$ cat src/rtl/mips_ctrl_pkg.sv
// Shared encodings for the multi-cycle MIPS control FSM: opcodes, functs, states,
// ALU operations, mux selects and fault codes.
package mips_ctrl_pkg;

    localparam logic [5:0] OP_RTYPE = 6'h00;
    localparam logic [5:0] OP_J     = 6'h02;
    localparam logic [5:0] OP_BEQ   = 6'h04;
    localparam logic [5:0] OP_BNE   = 6'h05;
    localparam logic [5:0] OP_ADDI  = 6'h08;
    localparam logic [5:0] OP_LW    = 6'h23;
    localparam logic [5:0] OP_SW    = 6'h2B;

    localparam logic [5:0] FN_ADD = 6'h20;
    localparam logic [5:0] FN_SUB = 6'h22;
    localparam logic [5:0] FN_AND = 6'h24;
    localparam logic [5:0] FN_OR  = 6'h25;
    localparam logic [5:0] FN_SLT = 6'h2A;

    typedef enum logic [3:0] {
        StFetch  = 4'd0,
        StDecode = 4'd1,
        StMemAdr = 4'd2,
        StMemRd  = 4'd3,
        StMemWb  = 4'd4,
        StMemWr  = 4'd5,
        StExec   = 4'd6,
        StAluWb  = 4'd7,
        StBranch = 4'd8,
        StJump   = 4'd9,
        StAddiEx = 4'd10,
        StAddiWb = 4'd11,
        StHalt   = 4'd15
    } state_e;

    localparam logic [2:0] ALU_ADD = 3'b010;
    localparam logic [2:0] ALU_SUB = 3'b110;
    localparam logic [2:0] ALU_AND = 3'b000;
    localparam logic [2:0] ALU_OR  = 3'b001;
    localparam logic [2:0] ALU_SLT = 3'b111;

    localparam logic [1:0] SRCB_REG    = 2'b00;
    localparam logic [1:0] SRCB_FOUR   = 2'b01;
    localparam logic [1:0] SRCB_IMM    = 2'b10;
    localparam logic [1:0] SRCB_IMM_SH = 2'b11;

    localparam logic [1:0] PCSRC_ALU    = 2'b00;
    localparam logic [1:0] PCSRC_ALUOUT = 2'b01;
    localparam logic [1:0] PCSRC_JUMP   = 2'b10;

    localparam logic [1:0] FAULT_NONE    = 2'b00;
    localparam logic [1:0] FAULT_ILLEGAL = 2'b01;
    localparam logic [1:0] FAULT_TIMEOUT = 2'b10;

endpackage

$ cat src/rtl/mips_alu_decode.sv
// R-type funct decoder: selects the ALU operation and flags unsupported functs.
module mips_alu_decode
    import mips_ctrl_pkg::*;
(
    input  logic [5:0] funct_i,
    output logic [2:0] alu_ctrl_o,
    output logic       illegal_o
);

    always_comb begin
        alu_ctrl_o = ALU_ADD;
        illegal_o  = 1'b0;
        case (funct_i)
            FN_ADD:  alu_ctrl_o = ALU_ADD;
            FN_SUB:  alu_ctrl_o = ALU_SUB;
            FN_AND:  alu_ctrl_o = ALU_AND;
            FN_OR:   alu_ctrl_o = ALU_OR;
            FN_SLT:  alu_ctrl_o = ALU_SLT;
            default: illegal_o  = 1'b1;
        endcase
    end

endmodule

$ cat src/rtl/mips_mc_ctrl.sv
// Main control FSM of the multi-cycle MIPS datapath: sequences fetch/decode/execute/
// memory/writeback, waits on mem_ready and halts on illegal instructions or timeouts.
module mips_mc_ctrl
    import mips_ctrl_pkg::*;
#(
    parameter int unsigned MEM_TIMEOUT = 15
) (
    input  logic       clk_i,
    input  logic       rst_i,
    input  logic [5:0] op_i,
    input  logic [5:0] funct_i,
    input  logic       zero_i,
    input  logic       mem_ready_i,
    output logic       pc_en_o,
    output logic       iord_o,
    output logic       mem_read_o,
    output logic       mem_write_o,
    output logic       ir_write_o,
    output logic       reg_dst_o,
    output logic       mem_to_reg_o,
    output logic       reg_write_o,
    output logic       alu_src_a_o,
    output logic [1:0] alu_src_b_o,
    output logic [2:0] alu_ctrl_o,
    output logic [1:0] pc_src_o,
    output logic [3:0] state_o,
    output logic       halted_o,
    output logic [1:0] fault_o
);

    localparam logic [7:0] TimeoutCnt = 8'(MEM_TIMEOUT);

    state_e     state_q, state_d;
    logic [7:0] wait_q, wait_d;
    logic [1:0] fault_q, fault_d;
    logic [2:0] rtype_ctrl;
    logic       rtype_illegal;
    logic       mem_wait;

    mips_alu_decode u_alu_decode (
        .funct_i    (funct_i),
        .alu_ctrl_o (rtype_ctrl),
        .illegal_o  (rtype_illegal)
    );

    always_ff @(posedge clk_i or posedge rst_i) begin
        if (rst_i) begin
            state_q <= StFetch;
            wait_q  <= 8'd0;
            fault_q <= FAULT_NONE;
        end else begin
            state_q <= state_d;
            wait_q  <= wait_d;
            fault_q <= fault_d;
        end
    end

    assign mem_wait = ((state_q == StFetch) || (state_q == StMemRd) || (state_q == StMemWr))
                      && !mem_ready_i;

    always_comb begin
        state_d      = state_q;
        fault_d      = fault_q;
        pc_en_o      = 1'b0;
        iord_o       = 1'b0;
        mem_read_o   = 1'b0;
        mem_write_o  = 1'b0;
        ir_write_o   = 1'b0;
        reg_dst_o    = 1'b0;
        mem_to_reg_o = 1'b0;
        reg_write_o  = 1'b0;
        alu_src_a_o  = 1'b0;
        alu_src_b_o  = SRCB_REG;
        alu_ctrl_o   = ALU_ADD;
        pc_src_o     = PCSRC_ALU;

        case (state_q)
            StFetch: begin
                mem_read_o  = 1'b1;
                alu_src_b_o = SRCB_FOUR;
                pc_en_o     = mem_ready_i;
                ir_write_o  = mem_ready_i;
                if (mem_ready_i) state_d = StDecode;
            end
            StDecode: begin
                alu_src_b_o = SRCB_IMM_SH;
                case (op_i)
                    OP_RTYPE:     state_d = StExec;
                    OP_LW, OP_SW: state_d = StMemAdr;
                    OP_BEQ, OP_BNE: state_d = StBranch;
                    OP_J:         state_d = StJump;
                    OP_ADDI:      state_d = StAddiEx;
                    default: begin
                        state_d = StHalt;
                        fault_d = FAULT_ILLEGAL;
                    end
                endcase
            end
            StMemAdr: begin
                alu_src_a_o = 1'b1;
                alu_src_b_o = SRCB_IMM;
                state_d     = (op_i == OP_LW) ? StMemRd : StMemWr;
            end
            StMemRd: begin
                mem_read_o = 1'b1;
                iord_o     = 1'b1;
                if (mem_ready_i) state_d = StMemWb;
            end
            StMemWb: begin
                reg_write_o  = 1'b1;
                mem_to_reg_o = 1'b1;
                state_d      = StFetch;
            end
            StMemWr: begin
                mem_write_o = 1'b1;
                iord_o      = 1'b1;
                if (mem_ready_i) state_d = StFetch;
            end
            StExec: begin
                alu_src_a_o = 1'b1;
                alu_ctrl_o  = rtype_ctrl;
                if (rtype_illegal) begin
                    state_d = StHalt;
                    fault_d = FAULT_ILLEGAL;
                end else begin
                    state_d = StAluWb;
                end
            end
            StAluWb: begin
                alu_src_a_o = 1'b1;
                alu_ctrl_o  = rtype_ctrl;
                reg_write_o = 1'b1;
                reg_dst_o   = 1'b1;
                state_d     = StFetch;
            end
            StBranch: begin
                alu_src_a_o = 1'b1;
                alu_ctrl_o  = ALU_SUB;
                pc_src_o    = PCSRC_ALUOUT;
                pc_en_o     = (op_i == OP_BEQ) ? zero_i : !zero_i;
                state_d     = StFetch;
            end
            StJump: begin
                pc_src_o = PCSRC_JUMP;
                pc_en_o  = 1'b1;
                state_d  = StFetch;
            end
            StAddiEx: begin
                alu_src_a_o = 1'b1;
                alu_src_b_o = SRCB_IMM;
                state_d     = StAddiWb;
            end
            StAddiWb: begin
                reg_write_o = 1'b1;
                state_d     = StFetch;
            end
            default: state_d = StHalt;
        endcase

        // Timeout is checked against the count before this cycle's increment.
        if (mem_wait && (wait_q == TimeoutCnt)) begin
            state_d = StHalt;
            fault_d = FAULT_TIMEOUT;
        end

        if (state_d != state_q) wait_d = 8'd0;
        else if (mem_wait)      wait_d = wait_q + 8'd1;
        else                    wait_d = wait_q;

        if (rst_i) begin
            pc_en_o      = 1'b0;
            iord_o       = 1'b0;
            mem_read_o   = 1'b0;
            mem_write_o  = 1'b0;
            ir_write_o   = 1'b0;
            reg_dst_o    = 1'b0;
            mem_to_reg_o = 1'b0;
            reg_write_o  = 1'b0;
            alu_src_a_o  = 1'b0;
            alu_src_b_o  = SRCB_REG;
            alu_ctrl_o   = ALU_ADD;
            pc_src_o     = PCSRC_ALU;
        end
    end

    assign state_o  = state_q;
    assign halted_o = (state_q == StHalt);
    assign fault_o  = fault_q;

endmodule

$ cat config.mk
export PLATFORM = sky130hd
export DESIGN_NAME = mips_mc_ctrl
export DESIGN_NICKNAME = d
export VERILOG_FILES = /design/src/rtl/mips_ctrl_pkg.sv /design/src/rtl/mips_alu_decode.sv /design/src/rtl/mips_mc_ctrl.sv
export SDC_FILE = /design/constraint.sdc
export NUM_CORES = 1
export LEC_CHECK = 0
export CORE_MARGIN = 4
export CORE_UTILIZATION = 30
export DETAILED_ROUTE_END_ITERATION = 7
export SLEW_MARGIN = 0
export SYNTH_ARGS = -nofsm -noshare
export SYNTH_HDL_FRONTEND = slang
export SYNTH_SLANG_ARGS = --single-unit
export TNS_END_PERCENT = 20
$ cat constraint.sdc
create_clock -name clk_i -period 2.48 [get_ports clk_i]
set_input_delay 0.496 -clock clk_i [delete_from_list [all_inputs] [get_ports clk_i]]
set_output_delay 0.496 -clock clk_i [all_outputs]
set_load 0.01 [all_outputs]
==> metrics.md, run 1 <==
| Metric | Value |
|---|---|
| Placer Congestion | 0.864 |
| Register bit total from synthesis | 14 |
| Worst slack, placed | -1050 ps |
| Grt ovf | 0 |
| Routed vias/inst | 5.21 |
| Area grow syn2layout | 81.3% |
| IO Count | 39 |
| Root buffer cell | clkbuf_8 |
| Leakage | 1.27 nW |
| Unrepaired setup endpoints after global routing | yes |
| Main combinational cell family by area after synthesis | simple AND/OR/NAND/NOR gates |
| First DRT Iteration DRCs | 56 |
| CTS buffer count | 3 |
| Crit path launch type | flop |
| TritonRoute pass-1 iters | 4 |
| Cell taking the most area after synthesis | dfrtp_1 |
| ANT nets after route | 0 |
| Power Density | 197 nW/um^2 |
| Cells after Synth | 175 |
| Clock latency at the later pin of the worst-skew pair | 240 ps |
| Worst-path maximum fanout | 2 |
| Critical path endpoint category | output port |
| Clk slew on worst S/H paths | 50 ps |
| Worst-path cell chain | or2_2, o41ai_2, o21bai_4, nor4_1, buf_4, a2111oi_4, o21ai_2, nor2_2, buf_2 |
| RR Startpoint | state_o[2] |
| Failing checks | negative setup slack |
| Period minus WS final | 2870 ps |
| Clk_skew | 4.43 ps |
| Die area | 5950 sq um |
| Critical path depth | 9 |
| Top cells by area, synth | dfrtp_1 (24%), nor2_1 (7.1%), clkbuf_8 (3.8%) |
| Total Power | 0.000513 W |
| # DRC | 0 |
| Met1 wire length | 2160 microns |
| Die Wd | 77.1 microns |
| Slew margin rel. | 69.2% |
| Outcome | finished, violations left |
| Slew @ Worst Pin | 457 ps |
| First-pass GRT wire length | 7750 microns |
| Post-synth EDFFs | 0 |
| CTS sink cnt | 14 |
| Fin crit share | 116% |
| Initial antenna violation count | 0 |
| Ant diodes | 0 |
| Hold Vio Cnt, Final | 0 |
| Wirelength per Cell | 14.5 microns |
| Dpl hpwl | 3530 microns |
| Max stage delay cell, worst path | dfrtp_1 |
| Largest net degree at the start of global routing | 15 |
| Peak VDD IR | 0.218 mV |
| CP bufs+invs | 2 |
| Syn Nets | 192 |
| Fin worst setup slack | -392 ps |
| Port buffer count | 38 |
| Layout Nets | 299 |
| Max-cap violations | 0 |
| Kind of critical path | flop to output port |
| CTS H-tree lvls | 1 |
| Metal2 WL | 2500 microns |
| CTS tree | done |
| Final WL | 4810 microns |
| Simple-Gate Fraction of Synth Area | 34.9% |
| Number of global-route vias before repair | 1691 |
| Hold WC Path Type | flop to flop |
| Top FF cell, synth | dfrtp_1 |
| R2r worst-path depth | 11 |
| Worst EP required | 1980 ps |
| Post-Synth XOR/XNOR Area | 6.11% |
| Top Layer Used | met4 |
| Post-synthesis adder-cell area fraction | 0.873% |
| Worst Path Arrival | 2380 ps |
| Via count | 1730 |
| Post-layout util | 58.1% |
| Final setup viols | 1 |
| Register-to-register setup slack | 90 ps |
| Mean Syn Cell Area | 8.19 sq um |
| CTS max path bufs | 2 |
| Slew Limit Fails | 0 |
| Synth Warn # | 0 |
| Seq/Total Area, Yosys | 24.5% |
| CP startpoint | state_o[0] |
| Post-synthesis cell area | 1430 sq um |
| DR WL met3 | 97 microns |
| Mux cell area share after synthesis | 2.79% |
| Total GRT Usage | 15.5% |
| Hold depth | 1 |
| Starting Density | 32.0% |
| Synth Area in Compound Gates | 21.7% |
| Worst r2r dst | wait_q[2] |
| Achievable frequency | 348 MHz |
| Setup crit end | halted_o |
| Die Span Y | 77.1 microns |
| Top delay family on crit path | compound AO/OA/AOI/OAI gates |
| Row Count | 24 |
| Netlist cell types | 51 |
| Yosys top cell area share | 24.5% |
| Area of the core | 4470 sq um |
| Ratio of cells with drive above 1 in the final layout | 46.8% |
| Max incr delay on CP | 380 ps |
| Post-synth ARST share | 100% |
cell families after synthesis:
family                     Yosys count
and+or+nand+nor                     89
xor gates and xnor gates            10
buffers and inverters               17
DFF                                 14
muxes                                4
adders and majority gates            1
AOI/OAI and AO/OA                   40
routing by layer:
layer,vias to the layer above,global-route usage (%)
li1,858,-
met1,837,20.1
met2,29,27.2
met3,6,2.58
met4,0,2.85
met5,-,0
placed cells by master, fill, tap and decap left out, drive strengths merged, types with 5 or more instances in the layout:
master and n:
buf 83, clkbuf 5, clkdlybuf4s50 17, dfrtp 14, dlymetal6s2s 8, inv 5, nand2 9, nand3 9
nor2 27, nor3 5, nor4 6, nor4b 5, o21ai 10, xor2 6
worst reg2reg max path, stage by stage (launching register included):
cell and delay [ps]:
dfrtp_1 390, buf_6 130, or4_4 490, buf_6 140
o2bb2ai_4 180, nand2_1 160, o21ai_0 220, a2111oi_4 90
o21ai_2 120, buf_4 140, buf_4 160, nor2_1 60
registers in the layout, summed over array words and instances, names as in the netlist:
register / count
state_o: 4
fault_o: 2
wait_q: 8
cells in the mapped netlist (2+ instances only):
cell	instances
a31oi_1	3
clkbuf_1	3
nand2b_1	3
nand3_1	9
or4b_2	3
dfrtp_1	14
buf_6	3
nor3_1	5
a2111oi_0	2
and3_1	2
o31ai_1	3
nor3b_1	3
nand2_1	9
xnor2_1	4
mux2i_1	4
inv_1	5
o21a_1	2
clkbuf_8	4
xor2_1	6
nand4_1	4
nor4b_1	5
a211oi_1	2
o21ai_0	9
nor2_1	27
a21oi_1	4
nor4_1	6
and4_1	2
nor2b_1	3
o21bai_1	4
layout make-up:
cell class	instances	area, sq um
clock buffer	3	41.3
inverter	5	18.8
timing repair buffer	114	957
multi-input combinational	144	1160
fill	403	1880
tap	52	65.1
sequential	14	352
power by group:
| part | switching [W] | internal, W |
|---|---|---|
| sequential | 0.000000944 | 0.000230 |
| combinational | 0.0000440 | 0.0000554 |
| clock | 0.0000751 | 0.000107 |
metrics by stage:
stage          cells  TNS (ps)  area (sq um)  hold WS, ps
4_1_cts          331     -2450          2480          530
5_1_grt          332      -765          2600          555
3_3_place_gp     323     -6140          2300          480
3_5_place_dp     323     -6370          2300          508
2_1_floorplan    175      -105          1460          396
6_report         332      -392          2600          516
what timing repair did:
item	CTS	global route
hold buffers	0	0
pin swaps	13	14
endpoints found under the hold margin	0	0
gates resized for setup	58	38
setup buffers	5	4
endpoints found under the setup margin	17	24
worst min path at each step:
stage | startpoint | endpoint
finish | fault_o[0] | fault_o[0]
global route | fault_o[0] | fault_o[0]
global placement | fault_o[0] | fault_o[0]
CTS | fault_o[0] | fault_o[0]
floorplan | rst_i | fault_o[0]
detailed placement | fault_o[0] | fault_o[0]
No activity file was read; power rests on OpenSTA's default activity.
==> run 2, diff against run 1 <==
CAP_MARGIN = 20   (was not set)
==> results of run 2 <==
Same layout as run 1: the final DEF is identical, and so are final timing and power.
==> RTL change 1, RTL diff (config.mk and constraints of run 1) <==
Reset style: synchronous (`rst_i`), changed in one clocked block.
--- a/src/rtl/mips_mc_ctrl.sv
+++ b/src/rtl/mips_mc_ctrl.sv
@@ -43,7 +43,7 @@
         .illegal_o  (rtype_illegal)
     );
 
-    always_ff @(posedge clk_i or posedge rst_i) begin
+    always_ff @(posedge clk_i) begin
         if (rst_i) begin
             state_q <= StFetch;
             wait_q  <= 8'd0;
Behaviour: differs if rst_i is asserted again (counterexample within 4 cycles, from zero or initial values and one cycle with rst_i high); with rst_i held inactive, the same outputs for 10 cycles.
==> RTL change 1 against run 1 <==
Sequential cell count unchanged; cell count fell by 10%; area after synthesis down 1.7%; clock skew shrank 2.7 ps; cell area is 19% lower; highest routed layer unchanged; largest cell class unchanged; routed wire length decreased by 12%; critical path depth did not move; setup slack better by 450 ps; utilization down 11 points.
Power is left out: it rests on default switching activity, and per cell area and clock period it moved more than threefold.
==> RTL change 1: results <==
[status]
outcome = finished clean

[global_route]
grt_pass1_wl_um = 7420

[synthesis]
syn_nets = 197
synth_common_cells = nor2_1, dfxtp_1, nand2_1
yosysUniqueCellTypes = 56
synth_area_per_cell_um2 = 7.82

[finish]
clockBufferCount = 4
clock_area_frac = 0.0262
multi_input_area_um2 = 1050
nonClkBufAreaFrac = 0.300
fin_nets = 264

[detailed_routing]
drtIter0Drc = 67
wl_per_cell_um = 14.2
routed_wirelength_um = 4230

[critical_path]
crit_start = op_i[2]
arrival_ps = 2600
r2r_slack_ps = 210
slowest_stage = or4_1
r2r_cells = 6
cp_top_family = simple AND/OR/NAND/NOR gates
path_max_fanout = 11

[timing]
max-slew-margin-rel = 0.538

[clock_network]
postCtsSetupBuffers = 1
cts_resized = 13

[placement]
placed_cells = 293
placed_area_um2 = 2010
dp_slack_ps = -437

[worst_hold_path]
min_from = fault_o[0]
RTL change 1: worst min-delay path by stage:
stage	end	slack [ps]	cells after the start
final	fault_o[0]	480	2
after detailed placement	fault_o[0]	470	2
after CTS	fault_o[0]	480	2
after floorplan	fault_o[0]	480	2
after global routing	fault_o[0]	510	2
after global placement	fault_o[0]	460	2
RTL change 1: logic make-up after synthesis:
| family | Yosys count | share of synthesized area |
|---|---|---|
| AOI/OAI and AO/OA | 47 | 0.273 |
| buffers and inverters | 15 | 0.0773 |
| and+or+nand+nor | 90 | 0.358 |
| xor gates and xnor gates | 10 | 0.0622 |
| adders and majority gates | 1 | 0.00889 |
| DFF | 14 | 0.199 |
| muxes | 3 | 0.0213 |
RTL change 1: per-layer routing:
| layer | vias to the layer above | track usage | part of all wire |
|---|---|---|---|
| li1 | 810 | - | - |
| met1 | 749 | 0.197 | 0.47 |
| met2 | 26 | 0.258 | 0.49 |
| met3 | 4 | 0.0284 | 0.034 |
| met4 | 0 | 0.0290 | 0.0040 |
| met5 | - | 0 | 0 |
==> RTL change 2, RTL diff (settings of run 1) <==
Made on the original files. Change the parameter `MEM_TIMEOUT` from 15 to 7.
--- a/src/rtl/mips_mc_ctrl.sv
+++ b/src/rtl/mips_mc_ctrl.sv
@@ -3,7 +3,7 @@
 module mips_mc_ctrl
     import mips_ctrl_pkg::*;
 #(
-    parameter int unsigned MEM_TIMEOUT = 15
+    parameter int unsigned MEM_TIMEOUT = 7
 ) (
     input  logic       clk_i,
     input  logic       rst_i,
Check against the original RTL: not equivalent (a bounded check fails within 10 cycles, from zero or initial values and one cycle with rst_i high).
==> RTL change 2 against run 1 <==
The run still ends with setup timing left; clock skew is 0.51 ps lower; global-route usage hardly changed; setup slack better by 110 ps; maximum frequency rose by 4.1%; register-to-register slack better by 30 ps; count of clock-buffer cells in the layout increased by 1; sequential cell count stayed put; sequential share of layout area grew 0.85 points; routed wire length decreased by 4.4%; area after synthesis fell by 1.4%; first-iteration DRC count up 63%; cell area is 6.2% lower; critical path depth did not move; critical path type unchanged.
Power is left out: it rests on default switching activity, and per cell area and clock period it moved more than threefold.
==> RTL change 2: results <==
[status]
outcome = complete, but fails checks
violations = setup timing

[timing]
timing.final.ws_setup_ps = -278
setup_viol = 1
tightest_slew_ps = 393
finClkSkew_ps = 3.92
fin_setup_tns_ps = -278

[clock_network]
cts_root_buf = clkbuf_8

[global_route]
grt_pass1_vias = 1600
use_met2 = 0.247
met3_usage = 0.0319
track_usage = 0.155
grt_pass1_wl_um = 7600
grt_max_degree = 19
met1_usage = 0.213

[detailed_routing]
viasPerCell = 5.28
wl_met2_um = 2170
drtIter0Drc = 91
vias = 1747
wl_per_cell_um = 13.9
drt-met1-wl_um = 2180
met3_length_um = 230

[critical_path]
cp_top_family = simple AND/OR/NAND/NOR gates
r2r_cells = 13
crit_start = wait_q[1]
slowest_stage = or4b_4
path_max_fanout = 4
critPathMaxStageDelay_ps = 470
r2r-start = state_o[3]
timing.rr.end = state_o[2]
r2r_slack_ps = 120

[synthesis]
synth_common_cells = nand2_1, nor2_1, dfrtp_1
yosysTopAreaCellShare = 0.248
syn_nets = 199
synth_area_per_cell_um2 = 7.76
yosysSeqAreaShare = 0.248
synth_area_leaders = dfrtp_1, nor4_1, nand2_1
yosysUniqueCellTypes = 52

[finish]
nFillCells = 436
fin_nets = 297
drive_gt1_frac = 0.387

[placement]
dp_hpwl_um = 3540
gp_congestion = 0.898
placed_cells = 317

[worst_hold_path]
hp-class = in2async
[RTL change 2: changes by cell type in the layout (fill, tap and decap cells not counted), sizes merged, moves of 7 or more]
cell	delta
dlygate4sd2	+9
nand2	+11
nor4	+8
dlymetal6s2s	-7
nor2	-10
buf	-10
[RTL change 2: worst min-delay path by stage]
| stage | startpoint | to | slack (ps) | cells past startpoint |
|---|---|---|---|---|
| 2_1_floorplan | fault_o[1] | fault_o[1] | 510 | 2 |
| 5_1_grt | rst_i | state_o[0] | 500 | 3 |
| 3_5_place_dp | fault_o[1] | fault_o[1] | 500 | 2 |
| 6_report | rst_i | state_o[0] | 470 | 3 |
| 3_3_place_gp | fault_o[1] | fault_o[1] | 480 | 2 |
| 4_1_cts | rst_i | state_o[1] | 480 | 3 |
[RTL change 2: through the flow]
step / instance area [um^2] / worst slack (ps)
2_1_floorplan: 1430 / -101
4_1_cts: 2400 / -276
3_3_place_gp: 2250 / -954
5_1_grt: 2440 / -399
3_5_place_dp: 2250 / -959
6_report: 2440 / -278
[RTL change 2: cell families (layout without fill, tap and decap cells)]
family                     count (synthesis)  in the layout  synth area share
buffers and inverters                     18            115            0.0540
muxes                                      4              4            0.0292
DFF                                       14             14             0.248
and+or+nand+nor                          102            102             0.407
AOI/OAI and AO/OA                         33             33             0.190
adders and majority gates                  1              1           0.00886
xor gates and xnor gates                  10             10            0.0620
[RTL change 2: what timing repair did]
action                     CTS  global route
pin swaps                    4             6
gates cloned                 0             0
buffers inserted             8             2
setup endpoints to repair   23             7
resized for setup           53            14
[RTL change 2: layout make-up]
type / count / share of cell area
Clock buffer: 4 / 0.0226
Tap cell: 52 / 0.0267
Multi-Input combinational cell: 150 / 0.448
Inverter: 4 / 0.00616
Timing Repair Buffer: 107 / 0.353
Sequential cell: 14 / 0.144
